**config.mk**
```make
export PLATFORM = sky130hd
export DESIGN_NAME = pipe_hazard_ctrl_flat
export DESIGN_NICKNAME = d
export VERILOG_FILES = /design/src/rtl/pipe_hazard_ctrl_if.sv /design/src/rtl/pipe_hazard_ctrl.sv /design/src/flat_wrapper.sv
export SDC_FILE = /design/constraint.sdc
export NUM_CORES = 1
export LEC_CHECK = 0
export ABC_AREA = 1
export BUFFER_PORTS_ARGS = -buffer_cell sky130_fd_sc_hd__buf_2
export CAP_MARGIN = 20
export CORE_MARGIN = 8
export CORE_UTILIZATION = 40
export DETAILED_ROUTE_END_ITERATION = 7
export PLACE_DENSITY_LB_ADDON = 0.08
export SKIP_LAST_GASP = 1
export SLEW_MARGIN = 20
export SYNTH_ARGS = -nofsm -noshare
export SYNTH_HDL_FRONTEND = slang
export SYNTH_SLANG_ARGS = --single-unit
```
**constraint.sdc**
```tcl
create_clock -name clk -period 1.8 [get_ports clk]
set_clock_uncertainty 0.2 [all_clocks]
set_input_delay 0.18 -clock clk [delete_from_list [all_inputs] [get_ports clk]]
set_output_delay 0.18 -clock clk [all_outputs]
set_load 0.02 [all_outputs]
```
**src/rtl/pipe_hazard_ctrl_if.sv**
```systemverilog
// Hazard-controller bus: decoder/pipeline status in, stage enables, flushes,
// FSM state and performance counters out.
interface pipe_hazard_ctrl_if #(
  parameter int CNT_W = 32
);
  logic             id_valid;
  logic [4:0]       id_rs1;
  logic [4:0]       id_rs2;
  logic [1:0]       id_dep_check;
  logic             ex_valid;
  logic             ex_wen;
  logic             ex_is_load;
  logic [4:0]       ex_rd;
  logic             mem_valid;
  logic             mem_wen;
  logic [4:0]       mem_rd;
  logic             ex_redirect;
  logic             imem_ready;
  logic             dmem_req;
  logic             dmem_ready;
  logic             pc_en;
  logic             if_id_en;
  logic             id_ex_en;
  logic             ex_mem_en;
  logic             mem_wb_en;
  logic             if_id_flush;
  logic             id_ex_flush;
  logic [1:0]       state;
  logic [CNT_W-1:0] stall_cycles;
  logic [CNT_W-1:0] flush_events;

  modport master (
    output id_valid, id_rs1, id_rs2, id_dep_check,
    output ex_valid, ex_wen, ex_is_load, ex_rd,
    output mem_valid, mem_wen, mem_rd,
    output ex_redirect, imem_ready, dmem_req, dmem_ready,
    input  pc_en, if_id_en, id_ex_en, ex_mem_en, mem_wb_en,
    input  if_id_flush, id_ex_flush, state, stall_cycles, flush_events
  );

  modport slave (
    input  id_valid, id_rs1, id_rs2, id_dep_check,
    input  ex_valid, ex_wen, ex_is_load, ex_rd,
    input  mem_valid, mem_wen, mem_rd,
    input  ex_redirect, imem_ready, dmem_req, dmem_ready,
    output pc_en, if_id_en, id_ex_en, ex_mem_en, mem_wb_en,
    output if_id_flush, id_ex_flush, state, stall_cycles, flush_events
  );
endinterface

```
**src/rtl/pipe_hazard_ctrl.sv**
```systemverilog
// Pipeline sequencing controller for the 5-stage RV32I core: stage enables,
// bubbles and counters. Define PIPE_HAZARD_FWD_EN when the datapath forwards.
module pipe_hazard_ctrl #(
  parameter int CNT_W = 32
) (
  input  logic                clk,
  input  logic                rst_n,
  pipe_hazard_ctrl_if.slave   ctrl
);

  typedef enum logic [1:0] {
    ST_RUN      = 2'd0,
    ST_LU_STALL = 2'd1,
    ST_FLUSH    = 2'd2,
    ST_MEM_WAIT = 2'd3
  } state_e;

  state_e           r_state;
  state_e           w_state_nxt;
  logic [CNT_W-1:0] r_stall_cycles;
  logic [CNT_W-1:0] r_flush_events;

  logic w_hz_ex, w_hz_mem, w_lu, w_mw, w_stall;
  logic w_pc_en, w_if_id_en, w_id_ex_en, w_ex_mem_en, w_mem_wb_en;
  logic w_if_id_flush, w_id_ex_flush;
  logic w_stall_inc, w_flush_inc;

  function automatic logic hz(input logic [4:0] rd, input logic [4:0] rs1,
                              input logic [4:0] rs2, input logic [1:0] dep);
    return (rd != 5'd0) && ((dep[1] && (rd == rs1)) || (dep[0] && (rd == rs2)));
  endfunction

  assign w_hz_ex  = hz(ctrl.ex_rd,  ctrl.id_rs1, ctrl.id_rs2, ctrl.id_dep_check);
  assign w_hz_mem = hz(ctrl.mem_rd, ctrl.id_rs1, ctrl.id_rs2, ctrl.id_dep_check);
  assign w_lu     = ctrl.id_valid & ctrl.ex_valid & ctrl.ex_wen & ctrl.ex_is_load & w_hz_ex;
  assign w_mw     = ctrl.dmem_req & ~ctrl.dmem_ready;

`ifdef PIPE_HAZARD_FWD_EN
  assign w_stall = w_lu;
`else
  // Without forwarding any in-flight producer of a read register stalls ID;
  // WB needs no check because the regfile is write-first.
  assign w_stall = w_lu
                 | (ctrl.id_valid & ctrl.ex_valid  & ctrl.ex_wen  & w_hz_ex)
                 | (ctrl.id_valid & ctrl.mem_valid & ctrl.mem_wen & w_hz_mem);
`endif

  always_comb begin
    // NOTE: every signal gets its default first so no branch can infer a latch.
    w_pc_en       = 1'b1;
    w_if_id_en    = 1'b1;
    w_id_ex_en    = 1'b1;
    w_ex_mem_en   = 1'b1;
    w_mem_wb_en   = 1'b1;
    w_if_id_flush = 1'b0;
    w_id_ex_flush = 1'b0;
    w_stall_inc   = 1'b0;
    w_flush_inc   = 1'b0;
    w_state_nxt   = ST_RUN;

    if (w_mw) begin
      w_pc_en     = 1'b0;
      w_if_id_en  = 1'b0;
      w_id_ex_en  = 1'b0;
      w_ex_mem_en = 1'b0;
      w_mem_wb_en = 1'b0;
      w_stall_inc = 1'b1;
      w_state_nxt = ST_MEM_WAIT;
    end else if (ctrl.ex_redirect) begin
      w_if_id_flush = 1'b1;
      w_id_ex_flush = 1'b1;
      w_flush_inc   = 1'b1;
      w_state_nxt   = ST_FLUSH;
    end else if (w_stall) begin
      w_pc_en       = 1'b0;
      w_if_id_en    = 1'b0;
      w_id_ex_flush = 1'b1;
      w_stall_inc   = 1'b1;
      w_state_nxt   = ST_LU_STALL;
    end else if (!ctrl.imem_ready) begin
      w_pc_en       = 1'b0;
      w_if_id_flush = 1'b1;
      w_stall_inc   = 1'b1;
    end

    // Squash the wrong-path fetch that lands one cycle after a redirect,
    // unless a memory wait is holding that instruction in place.
    if ((r_state == ST_FLUSH) && !w_mw) begin
      w_if_id_flush = 1'b1;
    end

    if (!rst_n) begin
      w_pc_en       = 1'b0;
      w_if_id_en    = 1'b0;
      w_id_ex_en    = 1'b0;
      w_ex_mem_en   = 1'b0;
      w_mem_wb_en   = 1'b0;
      w_if_id_flush = 1'b1;
      w_id_ex_flush = 1'b1;
    end
  end

  always_ff @(posedge clk) begin
    // NOTE: state uses non-blocking assignments so every flop samples pre-edge values.
    if (!rst_n) begin
      r_state        <= ST_RUN;
      r_stall_cycles <= '0;
      r_flush_events <= '0;
    end else begin
      r_state <= w_state_nxt;
      if (w_stall_inc && (r_stall_cycles != '1)) begin
        r_stall_cycles <= r_stall_cycles + CNT_W'(1);
      end
      if (w_flush_inc && (r_flush_events != '1)) begin
        r_flush_events <= r_flush_events + CNT_W'(1);
      end
    end
  end

  assign ctrl.pc_en        = w_pc_en;
  assign ctrl.if_id_en     = w_if_id_en;
  assign ctrl.id_ex_en     = w_id_ex_en;
  assign ctrl.ex_mem_en    = w_ex_mem_en;
  assign ctrl.mem_wb_en    = w_mem_wb_en;
  assign ctrl.if_id_flush  = w_if_id_flush;
  assign ctrl.id_ex_flush  = w_id_ex_flush;
  assign ctrl.state        = r_state;
  assign ctrl.stall_cycles = r_stall_cycles;
  assign ctrl.flush_events = r_flush_events;

endmodule

```
**src/flat_wrapper.sv**
```systemverilog
// flat-port wrapper written by rule: the top's interface ports become plain ports
module pipe_hazard_ctrl_flat 
#(
  parameter int CNT_W = 32
)
  (clk, rst_n, ctrl_id_valid, ctrl_id_rs1, ctrl_id_rs2, ctrl_id_dep_check, ctrl_ex_valid, ctrl_ex_wen, ctrl_ex_is_load, ctrl_ex_rd, ctrl_mem_valid, ctrl_mem_wen, ctrl_mem_rd, ctrl_ex_redirect, ctrl_imem_ready, ctrl_dmem_req, ctrl_dmem_ready, ctrl_pc_en, ctrl_if_id_en, ctrl_id_ex_en, ctrl_ex_mem_en, ctrl_mem_wb_en, ctrl_if_id_flush, ctrl_id_ex_flush, ctrl_state, ctrl_stall_cycles, ctrl_flush_events);
  pipe_hazard_ctrl_if #(.CNT_W(CNT_W)) ctrl_i ();
  input  logic clk;
  input  logic rst_n;
  input wire logic [$bits(ctrl_i.id_valid)-1:0] ctrl_id_valid;
  input wire logic [$bits(ctrl_i.id_rs1)-1:0] ctrl_id_rs1;
  input wire logic [$bits(ctrl_i.id_rs2)-1:0] ctrl_id_rs2;
  input wire logic [$bits(ctrl_i.id_dep_check)-1:0] ctrl_id_dep_check;
  input wire logic [$bits(ctrl_i.ex_valid)-1:0] ctrl_ex_valid;
  input wire logic [$bits(ctrl_i.ex_wen)-1:0] ctrl_ex_wen;
  input wire logic [$bits(ctrl_i.ex_is_load)-1:0] ctrl_ex_is_load;
  input wire logic [$bits(ctrl_i.ex_rd)-1:0] ctrl_ex_rd;
  input wire logic [$bits(ctrl_i.mem_valid)-1:0] ctrl_mem_valid;
  input wire logic [$bits(ctrl_i.mem_wen)-1:0] ctrl_mem_wen;
  input wire logic [$bits(ctrl_i.mem_rd)-1:0] ctrl_mem_rd;
  input wire logic [$bits(ctrl_i.ex_redirect)-1:0] ctrl_ex_redirect;
  input wire logic [$bits(ctrl_i.imem_ready)-1:0] ctrl_imem_ready;
  input wire logic [$bits(ctrl_i.dmem_req)-1:0] ctrl_dmem_req;
  input wire logic [$bits(ctrl_i.dmem_ready)-1:0] ctrl_dmem_ready;
  output wire logic [$bits(ctrl_i.pc_en)-1:0] ctrl_pc_en;
  output wire logic [$bits(ctrl_i.if_id_en)-1:0] ctrl_if_id_en;
  output wire logic [$bits(ctrl_i.id_ex_en)-1:0] ctrl_id_ex_en;
  output wire logic [$bits(ctrl_i.ex_mem_en)-1:0] ctrl_ex_mem_en;
  output wire logic [$bits(ctrl_i.mem_wb_en)-1:0] ctrl_mem_wb_en;
  output wire logic [$bits(ctrl_i.if_id_flush)-1:0] ctrl_if_id_flush;
  output wire logic [$bits(ctrl_i.id_ex_flush)-1:0] ctrl_id_ex_flush;
  output wire logic [$bits(ctrl_i.state)-1:0] ctrl_state;
  output wire logic [$bits(ctrl_i.stall_cycles)-1:0] ctrl_stall_cycles;
  output wire logic [$bits(ctrl_i.flush_events)-1:0] ctrl_flush_events;
  assign ctrl_i.id_valid = ctrl_id_valid;
  assign ctrl_i.id_rs1 = ctrl_id_rs1;
  assign ctrl_i.id_rs2 = ctrl_id_rs2;
  assign ctrl_i.id_dep_check = ctrl_id_dep_check;
  assign ctrl_i.ex_valid = ctrl_ex_valid;
  assign ctrl_i.ex_wen = ctrl_ex_wen;
  assign ctrl_i.ex_is_load = ctrl_ex_is_load;
  assign ctrl_i.ex_rd = ctrl_ex_rd;
  assign ctrl_i.mem_valid = ctrl_mem_valid;
  assign ctrl_i.mem_wen = ctrl_mem_wen;
  assign ctrl_i.mem_rd = ctrl_mem_rd;
  assign ctrl_i.ex_redirect = ctrl_ex_redirect;
  assign ctrl_i.imem_ready = ctrl_imem_ready;
  assign ctrl_i.dmem_req = ctrl_dmem_req;
  assign ctrl_i.dmem_ready = ctrl_dmem_ready;
  assign ctrl_pc_en = ctrl_i.pc_en;
  assign ctrl_if_id_en = ctrl_i.if_id_en;
  assign ctrl_id_ex_en = ctrl_i.id_ex_en;
  assign ctrl_ex_mem_en = ctrl_i.ex_mem_en;
  assign ctrl_mem_wb_en = ctrl_i.mem_wb_en;
  assign ctrl_if_id_flush = ctrl_i.if_id_flush;
  assign ctrl_id_ex_flush = ctrl_i.id_ex_flush;
  assign ctrl_state = ctrl_i.state;
  assign ctrl_stall_cycles = ctrl_i.stall_cycles;
  assign ctrl_flush_events = ctrl_i.flush_events;
  pipe_hazard_ctrl #(.CNT_W(CNT_W)) u_core (.clk(clk), .rst_n(rst_n), .ctrl(ctrl_i));
endmodule
```
Word-level counts from Yosys, hierarchy flattened
Cells that the tools add are included.
W data, S select, Z words.
{"block": "op_classes", "magnitude_cmp": 0, "bitwise_logic": 12, "n_addsub": 2, "n_shift": 0, "reduce_logical": 14, "n_div": 0, "n_eq_ne": 7, "n_mul": 0, "n_mux": 29}
{"op": "$add A32 B1 Y32 const B", "n": 2}
{"op": "$ne A32 B32 Y1 const B", "n": 2}
{"op": "$mux W1", "n": 27}
{"op": "$eq A5 B5 Y1", "n": 4}
{"op": "$reduce_bool A5 Y1", "n": 2}
{"op": "$and A1 B1 Y1", "n": 9}
{"op": "$logic_and A1 B1 Y1", "n": 9}
{"op": "$mux W2", "n": 2}
{"op": "$eq A2 B2 Y1 const B", "n": 1}
{"op": "$logic_or A1 B1 Y1", "n": 2}
{"op": "$or A1 B1 Y1", "n": 2}
{"op": "$logic_not A1 Y1", "n": 1}
{"op": "$not A1 Y1", "n": 1}
{"block": "totals", "word_cells": 67, "rom_bits": 0, "output_inout_bits": 73, "latchBits": 0, "in_bits": 34, "mem_bits_rw": 0, "memories": 0, "register_bits": 66}

Depth between registers and ports, before layout
{"block": "depth", "ltp_word": 12, "depth_mapped": 14, "mapped_depth_nobuf": 14}

Least setup slack after synthesis
Ideal clock, no wire load.
{"block": "synth_timing", "kind": "register to register", "from": "reg u_core.r_stall_cycles[0] (netlist: u_core.ctrl.stall_cycles[0])", "to": "reg u_core.r_stall_cycles[11] (netlist: u_core.ctrl.stall_cycles[11])", "t_arrival_ns": 1.759, "period_less_slack_ns": 2.092, "stages_incl_launch_ff": 12, "path_buffers": 1, "path_slack_ns": -0.292, "cell_sequence": "dfxtp_1 > ha_1 > nand2_2 > nor2_4 > nand2_1 > inv_2 > nand2_2 > nor2_4 > nand4_2 > clkbuf_1 > nand4_1 > a21oi_1"}
{"block": "synth_between", "elab_chain_cells": 2, "elab_cells_between_ends": 3}
{"item": "start, declared", "line_no": "pipe_hazard_ctrl.sv:20", "text": "logic [CNT_W-1:0] r_stall_cycles;"}
{"item": "start signal, assigned", "line_no": "pipe_hazard_ctrl.sv:112", "text": "r_stall_cycles <= r_stall_cycles + CNT_W'(1);"}
{"item": "branches (longest 2 deep; another with $add A32 B1 Y32)"}
Several ways; the timed one is not identified.
A chain may end at the register's enable or synchronous reset.

Worst setup path after layout
{"block": "layout_timing", "from": "reg u_core.r_flush_events[26] (netlist: u_core.ctrl.flush_events[26])", "to": "reg u_core.r_flush_events[29] (netlist: u_core.ctrl.flush_events[29])"}
{"block": "layout_between", "elab_chain_cells": 2, "elab_cells_between_ends": 3}
{"item": "start, declared", "line_no": "pipe_hazard_ctrl.sv:21", "text": "logic [CNT_W-1:0] r_flush_events;"}
{"item": "start signal, assigned", "line_no": "pipe_hazard_ctrl.sv:115", "text": "r_flush_events <= r_flush_events + CNT_W'(1);"}
{"item": "branches (longest 2 deep; another with $add A32 B1 Y32)"}
Several ways; the timed one is not identified.

==> impl_metrics.toml <==
[clock_tree]
root_buffer = "clkbuf_8"
insertion_delay_ns = 0.36
cts.path.max_buffers = 2
htree_levels = 3
cts_tree = "built"
path_clk_slew_ns = 0.08
numClockSinks = 66
numCtsBuffers = 9

[critical_path]
regToRegStartpoint = "u_core.ctrl.flush_events[26]"
r2r_setup_slack_ns = -0.13
max_stage_delay_ns = 0.37
cp_cell_sequence = "nand2_1, nor2_2, nand2_1, nor2_2, nand2_4, nand2_8, clkinv_8, buf_12, buf_16, nand2_4, a21oi_2"
critPathKind = "reg2reg"
crit_required_ns = 1.84
reg2reg_to = "u_core.ctrl.flush_events[29]"
start_kind = "flip-flop"
reg2reg_depth = 11
critPathMaxFanout = 7
crit_slowest_cell = "dfxtp_1"
arrival_ns = 1.97
endpoint_kind = "flip-flop"

[detailed_routing]
via_count = 5906
drt_iter0_markers = 441
via_per_inst = 5.26
post-route-drc-count = 0
ant_nets = 0
wl_mm = 17.5
dr.pass1.iters = 6
wl_per_cell_um = 15.6

[synthesis]
netlist_area_um2 = 4480
ys_types = 34
ys_ff_latch = 66
ys_seq_area_share_pct = 29.5
syn-num-nets = 761
yosysWarnings = 0
synth.avg_cell_area_um2 = 6.18
synth_cells = 725

[sta]
finalCritPeriodShare_pct = 107
rsz0062_at_grt = "yes"
report.final.slew_viol_count = 0
fmax_mhz = 517
worst-slew-pin-transition_ns = 0.434
min_period_ns = 1.93
setup_violations = 57
slew-limit-headroom_pct = 71.1
hold_viol_final = 0
fin_ws_ns = -0.133

[place]
place_area_um2 = 6210
place_congestion = 0.930
dpl.hpwl_mm = 12.3
io_buffer_count = 105

[power]
power_leakage_nw = 3.52
ir_drop_mv = 0.335
powerDensity_nw_per_um2 = 423

[grt]
grt_max_degree = 35
grt_pass1_vias = 5512
grt_overflow = 0
grt_usage_pct = 21.7
grt_pass1_wl_mm = 26.3
grt_antenna_before_repair = 0

[final_layout]
regArea_um2 = 1380
n_antenna_cell = 0
fin_util_pct = 68.0
syn_to_final_growth_pct = 65.1
final_area_um2 = 7400
drive_gt1_share_pct = 46.9
nets = 1013
multi_input_area_um2 = 3450
nFillCells = 968

[worst_hold_path]
worstHoldStart = "rst_n"
worstHoldPathCells = 4
hold_class = "in2reg"
hold_end = "u_core.ctrl.flush_events[15]"

[floorplan]
die_h_um = 122
initial_core_util_pct = 41.2
fp.coreArea_um2 = 10900
pin_count = 107
num_rows = 38
die_x_um = 122
fp.dieArea_um2 = 14900

[status]
status = "finished, violations left"
violations = "setup timing"

[run]
max_cap_viol_count = 0
-- worst max-delay path by stage --
stage,slack [ns],cells past startpoint,startpoint,end
floorplan,-0.01,12,u_core.ctrl.stall_cycles[0],u_core.ctrl.stall_cycles[14]
global placement,-0.04,7,u_core.ctrl.stall_cycles[1],u_core.ctrl.stall_cycles[19]
detailed placement,-0.11,12,u_core.ctrl.stall_cycles[0],u_core.ctrl.stall_cycles[10]
CTS,-0.09,12,u_core.ctrl.flush_events[1],u_core.ctrl.flush_events[20]
global route,-0.21,8,u_core.ctrl.flush_events[7],u_core.ctrl.flush_events[21]
finish,-0.13,11,u_core.ctrl.flush_events[26],u_core.ctrl.flush_events[29]
-- stage by stage --
stage	setup TNS, ns	power (mW)	setup WS [ns]	instances	hold WS (ns)
floorplan	-0.265	1.74	-0.0114	725	0.135
global placement	-0.286	1.89	-0.0428	1079	0.256
detailed placement	-2.15	1.90	-0.113	1079	0.272
CTS	-2.28	3.09	-0.0922	1112	0.0779
global route	-8.81	3.26	-0.213	1122	0.116
finish	-3.26	3.13	-0.133	1122	0.0971
-- routing by layer --
| layer | global-route usage [%] | vias to the layer above | wire (um) |
|---|---|---|---|
| li1 | - | 2877 | - |
| met1 | 29.5 | 2768 | 7910 |
| met2 | 34.2 | 222 | 8180 |
| met3 | 3.70 | 39 | 1020 |
| met4 | 7.17 | 0 | 400 |
| met5 | 0 | - | 0 |
-- worst max-delay path: cells and delay by family, from the launching register on --
family                 cells  cell delay (ns)
AO/OA/AOI/OAI              1             0.05
buffers and inverters      3             0.38
flip-flops                 1             0.37
AND/OR/NAND/NOR            7             0.80
-- cells in the mapped netlist --
master	instances	area, um2
nand2_1	222	833
nor2_1	101	379
dfxtp_1	66	1320
inv_1	66	248
a21oi_1	52	260
nand4_1	48	300
xor2_1	29	254
nand3_1	25	125
nor3_1	25	125
o21ai_0	15	75.1
clkbuf_1	11	41.3
xnor2_1	11	96.3
buf_2	7	35.0
nand2_2	5	31.3
buf_6	4	45.0
a31oi_1	3	18.8
buf_4	3	22.5
inv_2	3	11.3
nor2_2	3	18.8
nor3_2	3	30.0
nor4_1	3	18.8
and3_1	2	12.5
ha_1	2	25.0
nand3_2	2	20.0
nand3b_1	2	15.0
nand4_2	2	25.0
nor2_4	2	22.5
nor3b_2	2	25.0
buf_1	1	3.75
clkinv_1	1	3.75
nand2_4	1	11.3
nor3_4	1	16.3
o21ai_1	1	5.00
o21bai_1	1	7.51
-- layout by cell type, fill, tap and decap left out, types with 13 or more instances in the layout --
master	netlist	routed
a21oi_1	52	39
nand2_2	5	26
dfxtp_2	0	26
nand3_1	25	16
a21oi_2	0	13
buf_4	3	140
inv_1	66	57
nand2_1	222	182
buf_2	7	103
nor2_2	3	20
nor2_1	101	75
dfxtp_1	66	33
nand4_1	48	48
nand2_4	1	19
xor2_1	29	26
-- registers in the layout, summed over array words and instances (netlist names) --
name                      cells
u_core.ctrl.state             2
u_core.ctrl.flush_events     32
u_core.ctrl.stall_cycles     32
-- layout make-up --
type / instances / area share (%)
repair buffers: 267 / 26.3
clock buffers: 13 / 2.01
inverters: 70 / 3.82
flip-flops and latches: 66 / 18.6
multi-input cells: 563 / 46.6
clock inverters: 3 / 0.237
well taps: 140 / 2.37
-- power breakdown --
part | total [mW] | leakage, nW | switching, mW | internal (mW)
clock | 1.16 | 0.0834 | 0.626 | 0.535
combinational | 0.495 | 2.88 | 0.287 | 0.208
sequential | 1.48 | 0.551 | 0.0129 | 1.46
total | 3.13 | 3.52 | 0.925 | 2.21
-- repair_timing --
item,in CTS,in global routing
pin swaps,15,50
resized for setup,37,167
setup buffers,13,10
hold endpoints to repair,1,0
endpoints found under the setup margin,44,67
cloned,2,2
hold buffers,2,0
-- kinds of logic after synthesis --
family	Yosys count	share of synthesized area [%]
AND/OR/NAND/NOR	449	44.8
buffers and inverters	96	9.15
AO/OA/AOI/OAI	72	8.18
flip-flops	66	29.5
XOR/XNOR	40	7.81
adder cells (fa/ha/maj)	2	0.558
Note: power is estimated with default switching activity, not from simulation.
